$ cat src/rtl/fifo_burst_reader_if.sv
// Bundle of the FIFO read port and the downstream valid/ready stream seen by fifo_burst_reader.
// master = the burst reader, slave = the FIFO plus consumer side.
interface fifo_burst_reader_if;
    logic        fifo_empty;
    logic [3:0]  fifo_count;
    logic [31:0] fifo_data;
    logic        fifo_rd_en;
    logic        m_valid;
    logic [31:0] m_data;
    logic        m_ready;

    modport master (
        input  fifo_empty,
        input  fifo_count,
        input  fifo_data,
        input  m_ready,
        output fifo_rd_en,
        output m_valid,
        output m_data
    );

    modport slave (
        output fifo_empty,
        output fifo_count,
        output fifo_data,
        output m_ready,
        input  fifo_rd_en,
        input  m_valid,
        input  m_data
    );
endinterface

$ cat src/rtl/fifo_burst_reader.sv
// Burst read controller for the 8x32 FIFO with a 2-entry skid buffer on the output stream.
// Optional statistics counters are enabled by defining FIFO_BURST_READER_STATS_EN.
module fifo_burst_reader #(
    parameter int BURST_LEN = 4,
    parameter int TIMEOUT   = 16
) (
    input  logic                clk,
    input  logic                rst,
    input  logic                enable,
    fifo_burst_reader_if.master bus,
    output logic                busy,
    output logic                burst_done
`ifdef FIFO_BURST_READER_STATS_EN
    ,
    output logic [15:0]         words_out,
    output logic [7:0]          bursts_partial
`endif
);

    localparam logic [3:0] LP_BURST      = 4'(BURST_LEN);
    localparam logic [3:0] LP_BURST_LAST = 4'(BURST_LEN - 1);
    localparam logic [7:0] LP_TO_MAX     = 8'(TIMEOUT - 1);

    typedef enum logic [1:0] {
        ST_IDLE  = 2'd0,
        ST_DRAIN = 2'd1,
        ST_FLUSH = 2'd2
    } state_t;

    state_t      r_state;
    logic [3:0]  r_burst_cnt;
    logic [7:0]  r_to_cnt;
    logic        r_burst_done;
    logic        r_inflight;
    logic [1:0]  r_occ;
    logic [31:0] r_buf0;
    logic [31:0] r_buf1;

    logic [1:0]  w_pending;
    logic        w_room;
    logic        w_rd_en;
    logic        w_push;
    logic        w_pop;
    logic        w_start_full;
    logic        w_start_to;
    logic        w_drain_empty;

    // Words already in the buffer plus the one possibly in flight bound new reads.
    assign w_pending     = r_occ + {1'b0, r_inflight};
    assign w_room        = (w_pending < 2'd2);
    assign w_rd_en       = (r_state == ST_DRAIN) && !bus.fifo_empty &&
                           (r_burst_cnt < LP_BURST) && w_room;
    assign w_push        = r_inflight;
    assign w_pop         = (r_occ != 2'd0) && bus.m_ready;
    assign w_start_full  = enable && (bus.fifo_count >= LP_BURST);
    assign w_start_to    = enable && !bus.fifo_empty && (r_to_cnt == LP_TO_MAX);
    assign w_drain_empty = (r_state == ST_DRAIN) && bus.fifo_empty && !w_rd_en;

    assign bus.fifo_rd_en = w_rd_en;
    assign bus.m_valid    = (r_occ != 2'd0);
    assign bus.m_data     = r_buf0;
    assign busy           = (r_state != ST_IDLE);
    assign burst_done     = r_burst_done;

    // Burst FSM with burst and idle-timeout counters.
    always_ff @(posedge clk or negedge rst) begin
        if (!rst) begin
            r_state      <= ST_IDLE;
            r_burst_cnt  <= 4'd0;
            r_to_cnt     <= 8'd0;
            r_burst_done <= 1'b0;
        end else begin
            r_burst_done <= 1'b0;
            case (r_state)
                ST_IDLE: begin
                    r_burst_cnt <= 4'd0;
                    if (w_start_full || w_start_to) begin
                        r_state  <= ST_DRAIN;
                        r_to_cnt <= 8'd0;
                    end else if (enable && !bus.fifo_empty) begin
                        if (r_to_cnt != LP_TO_MAX) begin
                            r_to_cnt <= r_to_cnt + 8'd1;
                        end else begin
                            r_to_cnt <= r_to_cnt;
                        end
                    end else begin
                        r_to_cnt <= 8'd0;
                    end
                end
                ST_DRAIN: begin
                    r_to_cnt <= 8'd0;
                    if (w_rd_en) begin
                        r_burst_cnt <= r_burst_cnt + 4'd1;
                    end else begin
                        r_burst_cnt <= r_burst_cnt;
                    end
                    if ((w_rd_en && (r_burst_cnt == LP_BURST_LAST)) ||
                        (r_burst_cnt >= LP_BURST) || w_drain_empty) begin
                        r_state <= ST_FLUSH;
                    end else begin
                        r_state <= ST_DRAIN;
                    end
                end
                ST_FLUSH: begin
                    r_to_cnt <= 8'd0;
                    if (!r_inflight) begin
                        r_state      <= ST_IDLE;
                        r_burst_done <= 1'b1;
                    end else begin
                        r_state <= ST_FLUSH;
                    end
                end
                default: begin
                    r_state     <= ST_IDLE;
                    r_burst_cnt <= 4'd0;
                    r_to_cnt    <= 8'd0;
                end
            endcase
        end
    end

    // Skid buffer and in-flight tracking; r_buf0 is always the head word.
    always_ff @(posedge clk or negedge rst) begin
        if (!rst) begin
            r_inflight <= 1'b0;
            r_occ      <= 2'd0;
            r_buf0     <= 32'd0;
            r_buf1     <= 32'd0;
        end else begin
            r_inflight <= w_rd_en;
            case ({w_push, w_pop})
                2'b10: begin
                    if (r_occ == 2'd0) begin
                        r_buf0 <= bus.fifo_data;
                    end else begin
                        r_buf1 <= bus.fifo_data;
                    end
                    r_occ <= r_occ + 2'd1;
                end
                2'b01: begin
                    r_buf0 <= r_buf1;
                    r_occ  <= r_occ - 2'd1;
                end
                2'b11: begin
                    if (r_occ == 2'd1) begin
                        r_buf0 <= bus.fifo_data;
                    end else begin
                        r_buf0 <= r_buf1;
                        r_buf1 <= bus.fifo_data;
                    end
                end
                default: begin
                    r_occ <= r_occ;
                end
            endcase
        end
    end

`ifdef FIFO_BURST_READER_STATS_EN
    logic        r_partial;
    logic [15:0] r_words_out;
    logic [7:0]  r_bursts_partial;

    assign words_out      = r_words_out;
    assign bursts_partial = r_bursts_partial;

    // A burst counts as partial once, whether it started on timeout, ended on empty, or both.
    always_ff @(posedge clk or negedge rst) begin
        if (!rst) begin
            r_partial        <= 1'b0;
            r_words_out      <= 16'd0;
            r_bursts_partial <= 8'd0;
        end else begin
            if (w_pop) begin
                r_words_out <= r_words_out + 16'd1;
            end else begin
                r_words_out <= r_words_out;
            end
            if ((r_state == ST_IDLE) && w_start_to && !w_start_full) begin
                r_partial <= 1'b1;
            end else if (w_drain_empty) begin
                r_partial <= 1'b1;
            end else if ((r_state == ST_FLUSH) && !r_inflight) begin
                r_partial <= 1'b0;
                if (r_partial && (r_bursts_partial != 8'hFF)) begin
                    r_bursts_partial <= r_bursts_partial + 8'd1;
                end else begin
                    r_bursts_partial <= r_bursts_partial;
                end
            end else begin
                r_partial <= r_partial;
            end
        end
    end
`endif

endmodule
$ cat src/flat_wrapper.sv
// flat-port wrapper written by rule: the top's interface ports become plain ports
module fifo_burst_reader_flat 
#(
    parameter int BURST_LEN = 4,
    parameter int TIMEOUT   = 16
)
  (clk, rst, enable, busy, burst_done, bus_fifo_empty, bus_fifo_count, bus_fifo_data, bus_m_ready, bus_fifo_rd_en, bus_m_valid, bus_m_data);
  fifo_burst_reader_if bus_i ();
  input  logic clk;
  input  logic rst;
  input  logic enable;
  output logic busy;
  output logic burst_done;
  input wire logic [$bits(bus_i.fifo_empty)-1:0] bus_fifo_empty;
  input wire logic [$bits(bus_i.fifo_count)-1:0] bus_fifo_count;
  input wire logic [$bits(bus_i.fifo_data)-1:0] bus_fifo_data;
  input wire logic [$bits(bus_i.m_ready)-1:0] bus_m_ready;
  output wire logic [$bits(bus_i.fifo_rd_en)-1:0] bus_fifo_rd_en;
  output wire logic [$bits(bus_i.m_valid)-1:0] bus_m_valid;
  output wire logic [$bits(bus_i.m_data)-1:0] bus_m_data;
  assign bus_i.fifo_empty = bus_fifo_empty;
  assign bus_i.fifo_count = bus_fifo_count;
  assign bus_i.fifo_data = bus_fifo_data;
  assign bus_i.m_ready = bus_m_ready;
  assign bus_fifo_rd_en = bus_i.fifo_rd_en;
  assign bus_m_valid = bus_i.m_valid;
  assign bus_m_data = bus_i.m_data;
  fifo_burst_reader #(.BURST_LEN(BURST_LEN), .TIMEOUT(TIMEOUT)) u_core (.clk(clk), .rst(rst), .enable(enable), .bus(bus_i), .busy(busy), .burst_done(burst_done));
endmodule
$ cat config.mk
export PLATFORM = sky130hd
export DESIGN_NAME = fifo_burst_reader_flat
export DESIGN_NICKNAME = d
export VERILOG_FILES = /design/src/rtl/fifo_burst_reader_if.sv /design/src/rtl/fifo_burst_reader.sv /design/src/flat_wrapper.sv
export SDC_FILE = /design/constraint.sdc
export NUM_CORES = 1
export LEC_CHECK = 0
export BUFFER_PORTS_ARGS = -buffer_cell sky130_fd_sc_hd__buf_2
export CAP_MARGIN = 20
export CORE_MARGIN = 2
export CORE_UTILIZATION = 54
export CTS_CLUSTER_DIAMETER = 80
export DETAILED_ROUTE_END_ITERATION = 10
export GPL_TIMING_DRIVEN = 0
export PLACE_DENSITY = 0.83
export SLEW_MARGIN = 20
export SYNTH_ARGS = -nofsm -noshare
export SYNTH_HDL_FRONTEND = slang
export SYNTH_SLANG_ARGS = --single-unit
$ cat constraint.sdc
create_clock -name clk -period 3 [get_ports clk]
set_input_delay 0.75 -clock clk [delete_from_list [all_inputs] [get_ports clk]]
set_output_delay 0.75 -clock clk [all_outputs]
set_load 0.005 [all_outputs]
==> results of run 1 <==
sequential cells by signal (all words and copies together) (netlist names):
signal,count
u_core.r_to_cnt,8
u_core.r_inflight,1
u_core.burst_done,1
u_core.bus.m_data,32
u_core.r_occ,2
u_core.r_state,2
u_core.r_burst_cnt,4
u_core.r_buf1,32
synth_stat cells, types with 4 or more instances:
library cell | n | area share
a22oi_1 | 32 | 0.066
buf_2 | 9 | 0.012
dfrtp_1 | 82 | 0.57
mux2_1 | 32 | 0.10
inv_1 | 9 | 0.0093
a21oi_1 | 4 | 0.0055
ha_1 | 7 | 0.024
o21ai_0 | 4 | 0.0055
nor2_2 | 4 | 0.0069
o21ai_1 | 33 | 0.046
nand2_1 | 41 | 0.043
cells by family after synthesis:
logic type,count (synthesis)
compound gates,84
xor+xnor,6
fa+ha+maj,7
mux,34
simple gates,73
buf+inv,24
flops,82
power by group:
group / switching, uW / internal, uW / total (uW) / leakage [uW]
clock network: 371 / 341 / 712 / 0.0000855
logic: 783 / 695 / 1480 / 0.000927
registers: 249 / 1560 / 1810 / 0.00103
routing by layer:
layer / GRT usage / part of all wire / vias up / wire, um
li1: - / - / 1283 / -
met2: 0.340 / 0.49 / 64 / 3480
met3: 0.0385 / 0.050 / 8 / 353
met1: 0.295 / 0.45 / 1285 / 3210
met4: 0.0779 / 0.012 / 0 / 87
met5: 0 / 0 / - / 0
worst max-delay path, delay by kind of cell (launching register included):
kind / cells / cell delay [ns]
AO/OA/AOI/OAI: 2 / 0.27
adder cells (fa/ha/maj): 2 / 0.56
buffers and inverters: 2 / 0.37
flip-flops: 1 / 0.42
multiplexers: 1 / 0.42
AND/OR/NAND/NOR: 1 / 0.29
layout by cell type, fill, tap and decap left out, drive strengths merged, types with 2 or more instances in the layout:
cell,Yosys,final
o31ai,2,2
nor2,7,7
a21oi,6,6
dfrtp,82,82
and2,2,2
nand4,2,2
mux2,32,32
nand3,3,3
ha,7,7
nor2b,2,2
mux2i,2,2
a22oi,32,32
or3,3,3
xor2,3,3
nor3,3,3
clkbuf,3,16
or2,2,2
nor4,2,2
nand2,41,41
buf,12,87
o21ai,37,37
xnor2,3,3
inv,9,9
path summary, 6_finish.rpt:
kind | cells after the start | end | slack, ns
max | 8 | u_core.bus.m_data[16] | 0.59
min | 1 | u_core.r_buf1[2] | 0.29
max reg2reg | 8 | u_core.bus.m_data[16] | 0.59
min reg2reg | 2 | u_core.bus.m_data[28] | 0.48
max in group asynchronous | 2 | u_core.r_buf1[18] | 2.12
min in group clk | 2 | u_core.bus.m_data[28] | 0.48
layout make-up:
class / instances / area share
Sequential cell: 82 / 0.478
Multi-Input combinational cell: 204 / 0.340
Timing Repair Buffer: 75 / 0.0933
Clock buffer: 13 / 0.0370
Tap cell: 77 / 0.0225
Buffer: 15 / 0.0184
Inverter: 9 / 0.00788
Clock inverter: 2 / 0.00292
per-stage QoR:
step	area (um2)	hold WS, ns	instances
3_3_place_gp	4090	0.461	461
4_1_cts	4290	0.292	477
3_5_place_dp	4120	0.470	462
6_report	4290	0.291	477
2_1_floorplan	3620	0.445	310
5_1_grt	4290	0.306	477
==> qor.csv, run 1 <==
stage;metric;value;unit
run_status;outcome;finished with violations;
run_status;violations;DRC;
worst_setup_path;cpPeakStageDelay;0.42;ns
logic_synthesis;syn_avg_cell_area;11.7;um2
grt;grt_pass1_vias;2613;
sta;period_needed;2.41;ns
floorplanning;ios;77;
sta;period_share;0.803;
final_layout;layout.area.seq;0.00205;mm2
logic_synthesis;synth_edf_count;0;
final_layout;multi_input_area;0.00146;mm2
final_layout;area_delta_synth_final;18.5;%
cts;clk_pin_slew;0.08;ns
floorplanning;core.rowCount;29;
worst_setup_path;arrival;2.67;ns
power;leakagePower;0.00204;uW
power;power_density;934;mW/mm2
sta;setup_ws;0.592;ns
worst_setup_path;cp-end-kind;flip-flop;
grt;grt_overflow;0;
place;post-place-ws;0.474;ns
worst_setup_path;path_max_fanout;10;
floorplanning;initial_utilization;0.564;
cts;htreeDepth;3;
grt;grt_pass1_wl;12300;um
drt;dr.pass1.iters;10;
worst_setup_path;r2r_start;u_core.r_occ[0];
cts;cts_max_path_buffers;2;
drt;vias;2640;
cts;cts.sinks;82;
logic_synthesis;synthArstFlopShare;1.00;
cts;root_buffer;clkbuf_8;
sta;rsz0062_at_grt;false;
cts;ctsHoldBuffers;0;
place;gp_congestion;0.771;
sta;fin_setup_tns;0;ns
grt;grt_max_degree;61;
logic_synthesis;synth_compound_area_frac;0.149;
grt;track_usage;0.213;
logic_synthesis;syn_inst;310;
floorplanning;die_h;85.9;um
final_layout;fin_util;0.668;
worst_setup_path;startpoint;u_core.r_occ[0];
grt;antenna_found_initial;0;
cts;cts_setup_buffers;0;
sta;setup_violations;0;
final_layout;num_antenna_cells;0;
worst_setup_path;crit_path_top_delay_cell;dfrtp_1;
worst_setup_path;crit_top_cell;ha_1;
logic_synthesis;synth_top_family_by_area;compound AO/OA/AOI/OAI gates;
sta;hold_viol_final;0;
place;hpwl;5210;um
logic_synthesis;yosys_warnings;0;
drt;routed_via_density;5.53;
final_layout;drive_gt1_frac;0.288;
cts;cts_tree;done;
worst_setup_path;crit_chain;inv_1, ha_1, nor2b_1, ha_1, mux2i_1, buf_2, a22oi_1, o21ai_1;
logic_synthesis;synthXorXnorAreaFrac;0.0145;
floorplanning;coreArea;0.00642;mm2
logic_synthesis;synth_nets;358;
sta;maxSlewHeadroom;0.685;
drt;drc_errors;10;
final_layout;fillers;496;
power;p_total;4010;uW
sta;clock_skew;0.00819;ns
cts;clock_latency;0.34;ns
cts;numCtsBuffers;9;
cts;cts_resized;0;
worst_setup_path;critical_path_class;reg2reg;
logic_synthesis;synth_cell_types;47;
logic_synthesis;synth_seq_area_share;0.567;
logic_synthesis;synth-seq-cells;82;
drt;routedWlPerCell;14.9;um
drt;totalWireLength;7120;um
power;ir_worst_vdd;0.385;mV
flow_run;drv_cap;0;
logic_synthesis;synthAdderAreaFrac;0.0242;
floorplanning;die_w;85.9;um
place;portBuffers;74;
logic_synthesis;synthFlopType;dfrtp_1;
logic_synthesis;synth-simple-area-share;0.110;
sta;slew_viol_final;0;
worst_setup_path;critPathLaunchType;flip-flop;
floorplanning;dieArea;0.00738;mm2
worst_setup_path;worstPathRequired;3.27;ns
sta;maxClockFrequency;415;MHz
logic_synthesis;synth_area;0.00362;mm2
final_layout;nets;444;
drt;postRouteAntennaNets;0;
sta;tightestPinTransition;0.472;ns
logic_synthesis;muxShareOfSynthArea;0.105;
drt;drtIter0Drc;162;
min_path;hold_class;in2async;
No activity file was read; power rests on OpenSTA's default activity.
==> run 2, diff against run 1 <==
--- a/config.mk
+++ b/config.mk
@@ -5,14 +5,15 @@
 export SDC_FILE = /design/constraint.sdc
 export NUM_CORES = 1
 export LEC_CHECK = 0
+export ABC_AREA = 1
 export BUFFER_PORTS_ARGS = -buffer_cell sky130_fd_sc_hd__buf_2
 export CAP_MARGIN = 20
 export CORE_MARGIN = 2
-export CORE_UTILIZATION = 54
+export CORE_UTILIZATION = 49
 export CTS_CLUSTER_DIAMETER = 80
 export DETAILED_ROUTE_END_ITERATION = 10
 export GPL_TIMING_DRIVEN = 0
-export PLACE_DENSITY = 0.83
+export PLACE_DENSITY = 0.79
 export SLEW_MARGIN = 20
 export SYNTH_ARGS = -nofsm -noshare
 export SYNTH_HDL_FRONTEND = slang
==> constraint.sdc (replaced) <==
create_clock -name clk -period 2.15 [get_ports clk]
set_input_delay 0.5375 -clock clk [delete_from_list [all_inputs] [get_ports clk]]
set_output_delay 0.5375 -clock clk [all_outputs]
set_load 0.005 [all_outputs]
==> qor.csv, run 2 <==
stage;metric;value;unit;change
floorplanning;ios;77;;unchanged
power;clock_power_share;0.211;;was 0.178
final_layout;fillers;711;;was 496
grt;track_usage;0.208;;was 0.213
sta;slew_viol_final;0;;unchanged
logic_synthesis;synth-seq-cells;82;;unchanged
sta;fin_setup_tns;0;ns;unchanged
logic_synthesis;yosys-top-cells-area;dfrtp_1, o21ai_0, nand2_1;;was dfrtp_1, mux2_1, a22oi_1
final_layout;layout_common_cells;o21ai_0, nand2_1, dfrtp_1;;was buf_2, dfrtp_1, nand2_1
power;leakagePower;0.00247;uW;was 0.00204 uW
final_layout;num_antenna_cells;0;;unchanged
floorplanning;initial_utilization;0.501;;was 0.564
cts;cts_tree;done;;unchanged
logic_synthesis;yosysMostFrequentCell;o21ai_0;;was dfrtp_1
sta;tightestPinTransition;0.378;ns;was 0.472 ns
logic_synthesis;yosys_warnings;0;;unchanged
power;seqPwrFrac;0.384;;was 0.453
logic_synthesis;syn_avg_cell_area;8.31;um2;was 11.7 um2
sta;hold_viol_final;0;;unchanged
power;power_density;1390;mW/mm2;was 934 mW/mm2
sta;maxClockFrequency;493;MHz;was 415 MHz
min_path;hold_class;in2async;;unchanged
sta;whs;0.0909;ns;was 0.291 ns
worst_setup_path;path_buf_inv;4;;was 2
logic_synthesis;synth_nets;509;;was 358
run_status;outcome;completed;;was finished with violations
floorplanning;dieArea;0.00854;mm2;was 0.00738 mm2
drt;vias;3239;;was 2,640
worst_setup_path;cpPeakStageDelay;0.41;ns;was 0.42 ns
drt;totalWireLength;8300;um;was 7120 um
cts;cts_max_path_buffers;2;;unchanged
logic_synthesis;synth_cell_types;21;;was 47
cts;root_buffer;clkbuf_8;;unchanged
final_layout;layout.area.seq;0.00205;mm2;unchanged
drt;postRouteAntennaNets;0;;unchanged
final_layout;drive_gt1_frac;0.227;;was 0.288
grt;grt_max_degree;57;;was 61
worst_setup_path;cp_top_family;flip-flops;;was adder cells
worst_setup_path;cp-end-kind;flip-flop;;unchanged
worst_setup_path;critPathLaunchType;flip-flop;;unchanged
logic_synthesis;yosys.area.top_type;dfrtp_1;;unchanged
grt;grt_pass1_vias;3267;;was 2,613
floorplanning;core.rowCount;32;;was 29
power;switching_share;0.374;;was 0.350
cts;clk_pin_slew;0.09;ns;was 0.08 ns
floorplanning;die_h;92.4;um;was 85.9 um
worst_setup_path;arrival;2.24;ns;was 2.67 ns
sta;setup_violations;0;;unchanged
drt;routedWlPerCell;12.6;um;was 14.9 um
logic_synthesis;synth_top_area_share;0.536;;was 0.567
place;portBuffers;74;;unchanged
cts;ctsHoldBuffers;0;;unchanged
cts;clock_latency;0.35;ns;was 0.34 ns
logic_synthesis;synth_seq_area_share;0.536;;was 0.567
final_layout;area_delta_synth_final;23.3;%;was 18.5%
sta;maxSlewHeadroom;0.748;;was 0.685
logic_synthesis;syn_inst;461;;was 310
worst_setup_path;path_max_fanout;10;;unchanged
grt;grt_overflow;0;;unchanged
sta;period_needed;2.03;ns;was 2.41 ns
power;p_comb_frac;0.405;;was 0.369
drt;drtIter0Drc;130;;was 162
worst_setup_path;worstPathRequired;2.37;ns;was 3.27 ns
cts;htreeDepth;3;;unchanged
worst_setup_path;critical_path_class;reg2reg;;unchanged
drt;routed_via_density;4.93;;was 5.53
final_layout;final_common_cell;o21ai_0;;
floorplanning;die_w;92.4;um;was 85.9 um
logic_synthesis;synth_edf_count;0;;unchanged
grt;grt_pass1_wl;14400;um;was 12,300 um
floorplanning;coreArea;0.00765;mm2;was 0.00642 mm2
place;hpwl;5780;um;was 5210 um
logic_synthesis;synthFlopType;dfrtp_1;;unchanged
logic_synthesis;synthArstFlopShare;1.00;;unchanged
worst_setup_path;crit_chain;inv_1, ha_1, inv_2, nand2_2, inv_2, ha_4, nand2_1, o21a_2, buf_6, o21ai_1, nand2_1, o21ai_0;;was inv_1, ha_1, nor2b_1, ha_1, mux2i_1, buf_2, a22oi_1, o21ai_1
sta;period_share;0.944;;was 0.803
place;gp_congestion;0.853;;was 0.771
final_layout;nets;598;;was 444
flow_run;drv_cap;0;;unchanged
cts;cts.sinks;82;;unchanged
power;switchingPower;2450;uW;was 1400 uW
sta;clock_skew;0.0142;ns;was 0.00819 ns
drt;dr.pass1.iters;4;;was 10
logic_synthesis;synth_area;0.00383;mm2;was 0.00362 mm2
grt;antenna_found_initial;0;;unchanged
power;p_int;4100;uW;was 2600 uW
drt;drc_errors;0;;was 10
logic_synthesis;synth_commonest_cells;o21ai_0, nand2_1, dfrtp_1, inv_1, nand3_1;;was dfrtp_1, nand2_1, o21ai_1, a22oi_1, mux2_1
power;ir_worst_vdd;0.746;mV;was 0.385 mV
worst_setup_path;crit_path_top_delay_cell;dfrtp_1;;unchanged
cts;numCtsBuffers;9;;unchanged
final_layout;multi_input_area;0.00140;mm2;was 0.00146 mm2
[run 2: cell types whose count changed after synthesis, sizes merged, moves of 3 or more]
| cell | before | now |
|---|---|---|
| a21oi | 6 | 1 |
| a22oi | 32 | 0 |
| nand2 | 41 | 93 |
| buf | 12 | 17 |
| o21ai | 37 | 101 |
| nand3 | 3 | 40 |
| mux2 | 32 | 0 |
| or3 | 3 | 0 |
| inv | 9 | 82 |
| nor2 | 7 | 19 |
[run 2: cell families (layout without fill, tap and decap cells)]
group | Yosys count | after routing | share of synthesized area
adder cells (fa/ha/maj) | 7 | 7 | 0.0229
AND/OR/NAND/NOR | 154 | 154 | 0.165
XOR/XNOR | 9 | 9 | 0.0206
flip-flops | 82 | 82 | 0.536
AO/OA/AOI/OAI | 106 | 106 | 0.147
buffers and inverters | 103 | 197 | 0.109
[run 2: worst paths after layout]
check                      cells past startpoint                     to               start  slack [ns]
min in group clk                               3      u_core.r_buf1[25]   bus_fifo_data[25]        0.45
max in group asynchronous                      2       u_core.r_buf1[6]                 rst        1.45
hold / removal                                 1     u_core.r_to_cnt[7]                 rst        0.09
setup / recovery                              12  u_core.bus.m_data[24]     u_core.r_occ[1]        0.12
hold reg to reg                                1     u_core.r_to_cnt[0]  u_core.r_to_cnt[0]        0.47
setup reg to reg                              12  u_core.bus.m_data[24]     u_core.r_occ[1]        0.12
[run 2: area by class of cell]
class	count	area share
Clock buffer	12	0.0328
Multi-Input combinational cell	276	0.296
Sequential cell	82	0.434
Buffer	21	0.0339
Timing Repair Buffer	78	0.0895
Clock inverter	4	0.0207
Tap cell	102	0.0270
Inverter	82	0.0652
[run 2: repair_timing]
item / CTS / global route
buffers inserted: 1 / 2
setup endpoints to repair: 58 / 64
gates resized for setup: 8 / 35
[run 2: per-layer routing]
layer	part of all wire	track usage
met1	0.45	0.268
met2	0.50	0.354
met3	0.037	0.0374
met4	0.011	0.0709
met5	0	0
[run 2: power groups by stage]
| stage | logic (uW) | clock network [uW] | registers (uW) |
|---|---|---|---|
| CTS | 2510 | 1400 | 2500 |
| finish | 2650 | 1380 | 2510 |
| global placement | 2340 | 0 | 2500 |
| floorplan | 1580 | 0 | 2500 |
| detailed placement | 2430 | 0 | 2530 |
| global route | 3070 | 1460 | 2580 |
[run 2: per-stage QoR]
step           instances  area [um2]   util  worst slack, ns  total power [uW]
4_1_cts              655        4640  0.607         0.000397              6410
5_1_grt              657        4720  0.618         -0.00583              7110
3_3_place_gp         637        4330  0.566           -0.123              4840
6_report             657        4720  0.618            0.121              6550
3_5_place_dp         638        4360  0.570           -0.174              4960
2_1_floorplan        461        3830      -            0.209              4090
==> run 3, diff against run 2 <==
--- a/config.mk
+++ b/config.mk
@@ -5,7 +5,7 @@
 export SDC_FILE = /design/constraint.sdc
 export NUM_CORES = 1
 export LEC_CHECK = 0
-export ABC_AREA = 1
+export ABC_AREA = 0
 export BUFFER_PORTS_ARGS = -buffer_cell sky130_fd_sc_hd__buf_2
 export CAP_MARGIN = 20
 export CORE_MARGIN = 2
@@ -13,7 +13,7 @@
 export CTS_CLUSTER_DIAMETER = 80
 export DETAILED_ROUTE_END_ITERATION = 10
 export GPL_TIMING_DRIVEN = 0
-export PLACE_DENSITY = 0.79
+export PLACE_DENSITY = 0.8
 export SLEW_MARGIN = 20
 export SYNTH_ARGS = -nofsm -noshare
 export SYNTH_HDL_FRONTEND = slang
==> constraint.sdc (replaced) <==
create_clock -name clk -period 2.15 [get_ports clk]
set_input_delay 0.5375 -clock clk [delete_from_list [all_inputs] [get_ports clk]]
set_output_delay 0.5375 -clock clk [all_outputs]
set_load 0.01 [all_outputs]
==> qor.csv, run 3 (synthesis gave the netlist of run 1 again) <==
stage;metric;value;unit;change
cts;clk_pin_slew;0.09;ns;about the same
cts;cts.sinks;82;;unchanged
sta;maxClockFrequency;469;MHz;was 493 MHz
power;leakagePower;0.00215;uW;was 0.00247 uW
drt;totalWireLength;7460;um;was 8300 um
worst_setup_path;cp-end-kind;primary output;;was flip-flop
grt;grt_pass1_wl;12000;um;was 14,400 um
final_layout;area_delta_synth_final;25.5;%;was 23.3%
drt;routed_via_density;5.31;;was 4.93
sta;clock_skew;0.00732;ns;was 0.0142 ns
drt;vias;2707;;was 3,239
final_layout;layout_common_cells;dfrtp_1, buf_2, nand2_1;;was o21ai_0, nand2_1, dfrtp_1
final_layout;nets;454;;was 598
power;seqPwrFrac;0.406;;was 0.384
grt;track_usage;0.186;;was 0.208
sta;hold_viol_final;0;;unchanged
place;placed_cell_area;0.00415;mm2;was 0.00436 mm2
worst_setup_path;worstPathRequired;1.61;ns;was 2.37 ns
grt;antenna_found_initial;0;;unchanged
place;gp_congestion;0.839;;was 0.853
place;portBuffers;74;;unchanged
final_layout;drive_gt1_frac;0.353;;was 0.227
power;p_comb_frac;0.406;;was 0.405
final_layout;final_common_cell;dfrtp_1;;was o21ai_0
power;switching_share;0.356;;was 0.374
sta;slew_viol_final;0;;unchanged
cts;htreeDepth;3;;unchanged
drt;postRouteAntennaNets;0;;unchanged
place;place_inst;484;;was 638
drt;dr.pass1.iters;4;;unchanged
cts;clock_latency;0.35;ns;about the same
power;ir_worst_vdd;0.525;mV;was 0.746 mV
floorplanning;dieArea;0.00809;mm2;was 0.00854 mm2
drt;drtIter0Drc;114;;was 130
cts;root_buffer;clkbuf_8;;unchanged
sta;rsz0062_at_grt;true;;
power;switchingPower;2220;uW;was 2450 uW
floorplanning;core.rowCount;31;;was 32
sta;fin_setup_tns;0;ns;unchanged
drt;drc_errors;0;;unchanged
floorplanning;die_h;90.0;um;was 92.4 um
final_layout;design_area;0.00454;mm2;was 0.00472 mm2
worst_setup_path;critPathLaunchType;flip-flop;;unchanged
power;clock_power_share;0.187;;was 0.211
flow_run;drv_cap;0;;unchanged
drt;routedWlPerCell;14.6;um;was 12.6 um
floorplanning;ios;77;;unchanged
sta;period_share;0.991;;was 0.944
sta;period_needed;2.13;ns;was 2.03 ns
cts;ctsHoldBuffers;0;;unchanged
cts;cts_max_path_buffers;2;;unchanged
worst_setup_path;critical_path_class;reg2out;;was reg2reg
floorplanning;initial_utilization;0.502;;was 0.501
cts;cts_tree;done;;unchanged
grt;grt_pass1_vias;2606;;was 3,267
sta;tightestPinTransition;0.418;ns;was 0.378 ns
place;post-place-ws;-0.275;ns;was -0.174 ns
run_status;outcome;completed;;unchanged
worst_setup_path;arrival;1.59;ns;was 2.24 ns
min_path;hold_class;in2async;;unchanged
power;power_density;1370;mW/mm2;was 1390 mW/mm2
sta;setup_violations;0;;unchanged
power;p_total;6240;uW;was 6550 uW
sta;maxSlewHeadroom;0.721;;was 0.748
floorplanning;die_w;90.0;um;was 92.4 um
place;hpwl;5120;um;was 5780 um
final_layout;fin_cells;510;;was 657
cts;numCtsBuffers;9;;unchanged
grt;grt_max_degree;60;;was 57
sta;setup_ws;0.0190;ns;was 0.121 ns
grt;grt_overflow;0;;unchanged
final_layout;num_antenna_cells;0;;unchanged
floorplanning;coreArea;0.00721;mm2;was 0.00765 mm2
power;p_int;4020;uW;was 4100 uW
worst_setup_path;path_max_fanout;4;;was 10
worst_setup_path;reg2reg_depth;11;;was 12
==> run 3: repair_timing <==
action                                  CTS  global route
cloned                                    1             0
buffers inserted                          4             5
gates resized for setup                   9            28
pin swaps                                 0             1
endpoints found under the setup margin   63            63
==> run 3: final cells by class <==
class                   instances  area (um2)
fillers                       603        2670
plain buffers                  15         111
well taps                      99         124
inverters                       9        33.8
flip-flops and latches         82        2050
clock inverters                 5        60.1
multi-input cells             204        1520
repair buffers                 85         493
clock buffers                  11         151
==> run 3: through the flow <==
stage,hold WS (ns),util
6_report,0.0727,0.630
5_1_grt,0.0885,0.630
2_1_floorplan,0.242,-
3_5_place_dp,0.461,0.575
3_3_place_gp,0.462,0.570
4_1_cts,0.0810,0.613
==> run 3: worst paths after layout <==
| path | start | to | slack [ns] |
|---|---|---|---|
| max reg2reg | u_core.r_occ[0] | u_core.r_buf1[9] | 0.10 |
| max | u_core.r_occ[0] | bus_fifo_rd_en | 0.02 |
| min reg2reg | u_core.bus.m_data[9] | u_core.bus.m_data[9] | 0.48 |
| min | rst | u_core.r_buf1[6] | 0.07 |
| max in group asynchronous | rst | u_core.r_to_cnt[1] | 1.50 |
| min in group clk | bus_fifo_data[21] | u_core.r_buf1[21] | 0.41 |
==> run 3: power by group through the flow <==
| stage | logic [uW] | registers [uW] | clock network (uW) |
|---|---|---|---|
| final | 2540 | 2540 | 1170 |
| after global routing | 2810 | 2610 | 1260 |
| after CTS | 2300 | 2530 | 1180 |
| after detailed placement | 2200 | 2560 | 0 |
| after global placement | 2130 | 2520 | 0 |
| after floorplan | 1380 | 2630 | 0 |
==> run 3: per-layer routing <==
metal  vias up  track usage  routed length, um
met5         -            0                  0
met4         0       0.0654                 46
met3         6       0.0369                363
met2        63        0.299               3760
met1      1341        0.253               3280
li1       1297            -                  -
==> run 3: critical path: stages (launching register included) <==
cell	delay (ns)
dfrtp_1	0.41
buf_6	0.13
and3b_2	0.24
nor2_4	0.15
and3_4	0.20
buf_6	0.10
